<file path="src/rtl/serial_adder_if.sv">
// Start/busy/done handshake and operand/result bundle for the bit-serial adder.
// The controller side drives operands and start; the adder side returns status and result.
interface serial_adder_if #(
    parameter int WIDTH = 8
);
    logic             start;
    logic [WIDTH-1:0] a;
    logic [WIDTH-1:0] b;
    logic             cin;
    logic             busy;
    logic             done;
    logic [WIDTH-1:0] sum;
    logic             cout;

    modport master (
        output start, a, b, cin,
        input  busy, done, sum, cout
    );

    modport slave (
        input  start, a, b, cin,
        output busy, done, sum, cout
    );
endinterface

</file>
<file path="src/rtl/serial_adder.sv">
// Bit-serial WIDTH-bit adder: one full-adder cell and a carry flop process the
// operands LSB-first, one bit per clock, under an IDLE/RUN/DONE controller.
module serial_adder #(
    parameter int WIDTH = 8
) (
    input  logic          clk,
    input  logic          rst,
    serial_adder_if.slave bus
);
    localparam int CNT_W = $clog2(WIDTH) + 1;

    typedef enum logic [1:0] {
        IDLE = 2'd0,
        RUN  = 2'd1,
        DONE = 2'd2
    } state_t;

    state_t           r_state;
    state_t           w_state_next;
    logic [WIDTH-1:0] r_a_sh;
    logic [WIDTH-1:0] r_b_sh;
    logic [WIDTH-1:0] r_acc;
    logic [WIDTH-1:0] r_sum;
    logic             r_carry;
    logic             r_cout;
    logic [CNT_W-1:0] r_cnt;

    logic             w_fa_s;
    logic             w_fa_cout;
    logic             w_last;
    logic [WIDTH-1:0] w_acc_next;

    // Full-adder cell shared by every bit position.
    always_comb begin
        w_fa_s    = r_a_sh[0] ^ r_b_sh[0] ^ r_carry;
        w_fa_cout = (r_a_sh[0] & r_b_sh[0]) | (r_carry & (r_a_sh[0] ^ r_b_sh[0]));
    end

    assign w_last = (r_cnt == CNT_W'(WIDTH - 1));

    generate
        if (WIDTH == 1) begin : g_acc_single
            assign w_acc_next = w_fa_s;
        end else begin : g_acc_multi
            assign w_acc_next = {w_fa_s, r_acc[WIDTH-1:1]};
        end
    endgenerate

    always_ff @(posedge clk) begin
        if (rst) begin
            r_state <= IDLE;
        end else begin
            r_state <= w_state_next;
        end
    end

    always_comb begin
        w_state_next = r_state;
        case (r_state)
            IDLE:    if (bus.start) w_state_next = RUN;
            RUN:     if (w_last)    w_state_next = DONE;
            DONE:    w_state_next = IDLE;
            default: w_state_next = IDLE;
        endcase
    end

    always_comb begin
        bus.busy = (r_state == RUN);
        bus.done = (r_state == DONE);
    end

    // Operand shifters and partial sum never leak out, so they need no reset.
    always_ff @(posedge clk) begin
        if (r_state == IDLE && bus.start) begin
            r_a_sh <= bus.a;
            r_b_sh <= bus.b;
            r_acc  <= '0;
        end else if (r_state == RUN) begin
            r_a_sh <= r_a_sh >> 1;
            r_b_sh <= r_b_sh >> 1;
            r_acc  <= w_acc_next;
        end
    end

    always_ff @(posedge clk) begin
        if (rst) begin
            r_carry <= 1'b0;
            r_cnt   <= '0;
            r_sum   <= '0;
            r_cout  <= 1'b0;
        end else begin
            case (r_state)
                IDLE: begin
                    if (bus.start) begin
                        r_carry <= bus.cin;
                        r_cnt   <= '0;
                    end
                end
                RUN: begin
                    r_carry <= w_fa_cout;
                    r_cnt   <= r_cnt + CNT_W'(1);
                    if (w_last) begin
                        r_sum  <= w_acc_next;
                        r_cout <= w_fa_cout;
                    end
                end
                default: ;
            endcase
        end
    end

    assign bus.sum  = r_sum;
    assign bus.cout = r_cout;
endmodule
</file>
<file path="src/flat_wrapper.sv">
// flat-port wrapper written by rule: the top's interface ports become plain ports
module serial_adder_flat 
#(
    parameter int WIDTH = 8
)
  (clk, rst, bus_start, bus_a, bus_b, bus_cin, bus_busy, bus_done, bus_sum, bus_cout);
  serial_adder_if #(.WIDTH(WIDTH)) bus_i ();
  input  logic clk;
  input  logic rst;
  input wire logic [$bits(bus_i.start)-1:0] bus_start;
  input wire logic [$bits(bus_i.a)-1:0] bus_a;
  input wire logic [$bits(bus_i.b)-1:0] bus_b;
  input wire logic [$bits(bus_i.cin)-1:0] bus_cin;
  output wire logic [$bits(bus_i.busy)-1:0] bus_busy;
  output wire logic [$bits(bus_i.done)-1:0] bus_done;
  output wire logic [$bits(bus_i.sum)-1:0] bus_sum;
  output wire logic [$bits(bus_i.cout)-1:0] bus_cout;
  assign bus_i.start = bus_start;
  assign bus_i.a = bus_a;
  assign bus_i.b = bus_b;
  assign bus_i.cin = bus_cin;
  assign bus_busy = bus_i.busy;
  assign bus_done = bus_i.done;
  assign bus_sum = bus_i.sum;
  assign bus_cout = bus_i.cout;
  serial_adder #(.WIDTH(WIDTH)) u_core (.clk(clk), .rst(rst), .bus(bus_i));
endmodule
</file>
<file path="config.mk">
export PLATFORM = sky130hd
export DESIGN_NAME = serial_adder_flat
export DESIGN_NICKNAME = d
export VERILOG_FILES = /design/src/rtl/serial_adder_if.sv /design/src/rtl/serial_adder.sv /design/src/flat_wrapper.sv
export SDC_FILE = /design/constraint.sdc
export NUM_CORES = 1
export LEC_CHECK = 0
export ABC_AREA = 1
export CORE_UTILIZATION = 40
export DETAILED_ROUTE_END_ITERATION = 8
export GPL_TIMING_DRIVEN = 0
export PLACE_DENSITY = 0.61
export SKIP_LAST_GASP = 1
export SLEW_MARGIN = 5
export SYNTH_ARGS = -nofsm -noshare
export SYNTH_HDL_FRONTEND = slang
export SYNTH_SLANG_ARGS = --single-unit
</file>
<file path="constraint.sdc">
create_clock -name clk -period 3 [get_ports clk]
set_input_delay 0.6 -clock clk [delete_from_list [all_inputs] [get_ports clk]]
set_output_delay 0.6 -clock clk [all_outputs]
set_load 0.02 [all_outputs]
</file>
==> out/qor.txt <==
GRT overflow -> 0
Unrepaired setup endpoints after global routing -> false
Required @ worst endpoint -> 2400 ps
Ant diodes -> 0
Core Rows -> 22
Synth area leaders -> edfxtp_1 30%, dfxtp_1 29%, nand2_1 14%
Vias per inst -> 4.782
Buffers plus inverters on the worst setup path -> 4
Sequential share of the synthesized area -> 59.64%
Critical path arrival -> 1680 ps
FMAX -> 438.2 MHz
Critical Path Sink Type -> output pin
Syn Std Cell Area -> 1578 sq um
Crit-path cells -> inv_1 > nand2_4 > inv_4 > buf_6 > clkdlybuf4s50_1
Setup TNS -> 0 ps
Cells resized by post-CTS repair -> 0
Most frequent cells in the layout -> 60 x nand2_1, 29 x clkdlybuf4s50_1, 23 x dfxtp_1, 19 x nor2_1, 16 x edfxtp_1
Final Instance Count excl. Fillers -> 262
CP delay by family, top -> buffers and inverters
Die area -> 4200 sq um
Post-synth top area share -> 30.45%
IO Count -> 31
Distinct cells, synth -> 21
Post-DRT Antenna Nets -> 0
Detailed-placement wirelength estimate -> 2215 um
Clk slew on worst S/H paths -> 80 ps
Via count -> 1253
Setup CP Type -> flip-flop to output pin
CTS Buf Count -> 5
Die width -> 64.81 um
Cell total after placement -> 254
CTS tree -> built
Commonest non-fill, non-tap cell in the layout -> nand2_1
Critical Path Fanout Max -> 10
Final Max Tran Viols -> 0
Post-DP Area -> 1928 sq um
Fin crit period -> 2282 ps
Initial antenna violation count -> 0
# nets final -> 235
Post-DR wirelength/cell -> 11.71 um
Vias in the first global route -> 1189
Gr usage total -> 16.79%
H-tree lvl count -> 2
Initial Utilization -> 42.46%
Post-CTS setup buffers -> 0
Worst-margin pin slew -> 651.9 ps
Final Cycle Share -> 76.07%
Gate Count Post-Synth -> 177
Multi-input gate area -> 553.0 sq um
Port bufs -> 29
Status -> complete, no violations
Critical Path Slowest Stage Cell -> clkdlybuf4s50_1
Finished layout cell area -> 2051 sq um
Mean Syn Cell Area -> 8.914 sq um
Final Setup Violations -> 0
Max-cap violations -> 0
Hold Path Class -> flip-flop to flip-flop
DRT Pass-1 Iters -> 4
First-pass GRT wire length -> 5354 um
Clk_lat worst skew -> 290 ps
Die extent in y -> 64.81 um
Final Skew -> 4.346 ps
Synth-to-layout area growth -> 29.98%
Hold_buf cts -> 0
CTS max path bufs -> 2
WL final -> 3069 um
Fill cells -> 373
Syn_nets -> 199
Cell taking the most area after synthesis -> edfxtp_1
Largest net degree at the start of global routing -> 18
Layout cells sized above 1 -> 8.879%
Clk sinks -> 39
Power per cell area -> 585.1 nW/um^2
Crit-path max cell delay -> 600 ps
Synth Register Bits -> 39
Max-Slew Margin vs Limit -> 56.49%
Drt drc -> 0
Startpoint Class -> flip-flop
CTS Root Cell -> clkbuf_8
FF+latch area -> 940.9 sq um
Core area -> 3716 sq um
Max rail drop VDD -> 0.3278 mV
Yosys warns -> 0
DRT iter0 DRCs -> 52
GP Congestion -> 0.7826
Final Hold Fails -> 0
Leak -> 0.8409 nW
-- path summary, 6_finish.rpt --
kind                  endpoint  depth (start not counted)         startpoint  slack, ps
max                   bus_busy                          5  u_core.r_state[1]        720
max reg2reg   u_core.r_a_sh[4]                          3  u_core.r_state[1]       1500
min reg2reg  u_core.bus.sum[5]                          2  u_core.bus.sum[5]        460
min          u_core.bus.sum[5]                          2  u_core.bus.sum[5]        460
-- worst reg2reg max path, delay by kind of cell, from the launching register on --
family                 cells  cell delay, ps
buffers and inverters      2             650
DFF                        1             320
AOI/OAI and AO/OA          1             170
-- Yosys cell counts, drive strengths merged --
cell type,instances
and2,1
inv,11
fa,1
nand4,1
ha,1
o21ai,15
nor2,20
edfxtp,16
nand3,7
a21oi,12
buf,5
nand2,64
dfxtp,23
-- registers in the layout (all words and copies together) (netlist names) --
register         flops
u_core.r_carry       1
u_core.r_acc         7
u_core.bus.cout      1
u_core.r_cnt         4
u_core.r_state       2
u_core.bus.sum       8
u_core.r_a_sh        8
u_core.r_b_sh        8
-- layer usage --
| layer | wire length [um] | part of all wire, % | GRT usage [%] | vias up |
|---|---|---|---|---|
| met4 | 36 | 1.2 | 5.000 | 0 |
| li1 | - | - | - | 646 |
| met2 | 1473 | 48 | 26.95 | 37 |
| met5 | 0 | 0 | 0 | - |
| met3 | 156 | 5.1 | 4.930 | 5 |
| met1 | 1402 | 46 | 21.71 | 565 |
-- per-stage QoR --
stage	util, %	total power, mW	worst slack (ps)	hold WS (ps)
CTS	55.19	1.212	707.7	467.9
finish	55.19	1.200	717.8	464.7
global placement	51.89	0.7634	796.1	453.1
global route	55.19	1.262	632.7	482.9
floorplan	-	0.7144	1569	440.7
detailed placement	51.89	0.7681	781.7	455.6
-- report_power, final --
part | switching, mW | internal, mW
Sequential | 0.0203 | 0.605
Combinational | 0.0712 | 0.0588
Clock | 0.179 | 0.265
-- kinds of logic after synthesis --
family | count (synthesis) | synth area share [%]
buffers and inverters | 16 | 5.313
AND/OR/NAND/NOR | 93 | 24.43
flip-flops | 39 | 59.64
AO/OA/AOI/OAI | 27 | 8.565
adder cells (fa/ha/maj) | 2 | 2.062
-- cell type report --
type / instances / share of cell area, %
Timing Repair Buffer: 29 / 14.15
Tap cell: 48 / 2.929
Sequential cell: 39 / 45.88
Inverter: 11 / 2.135
Buffer: 5 / 1.952
Clock buffer: 8 / 5.979
Multi-Input combinational cell: 122 / 26.97
(Power assumes the default switching activity.)
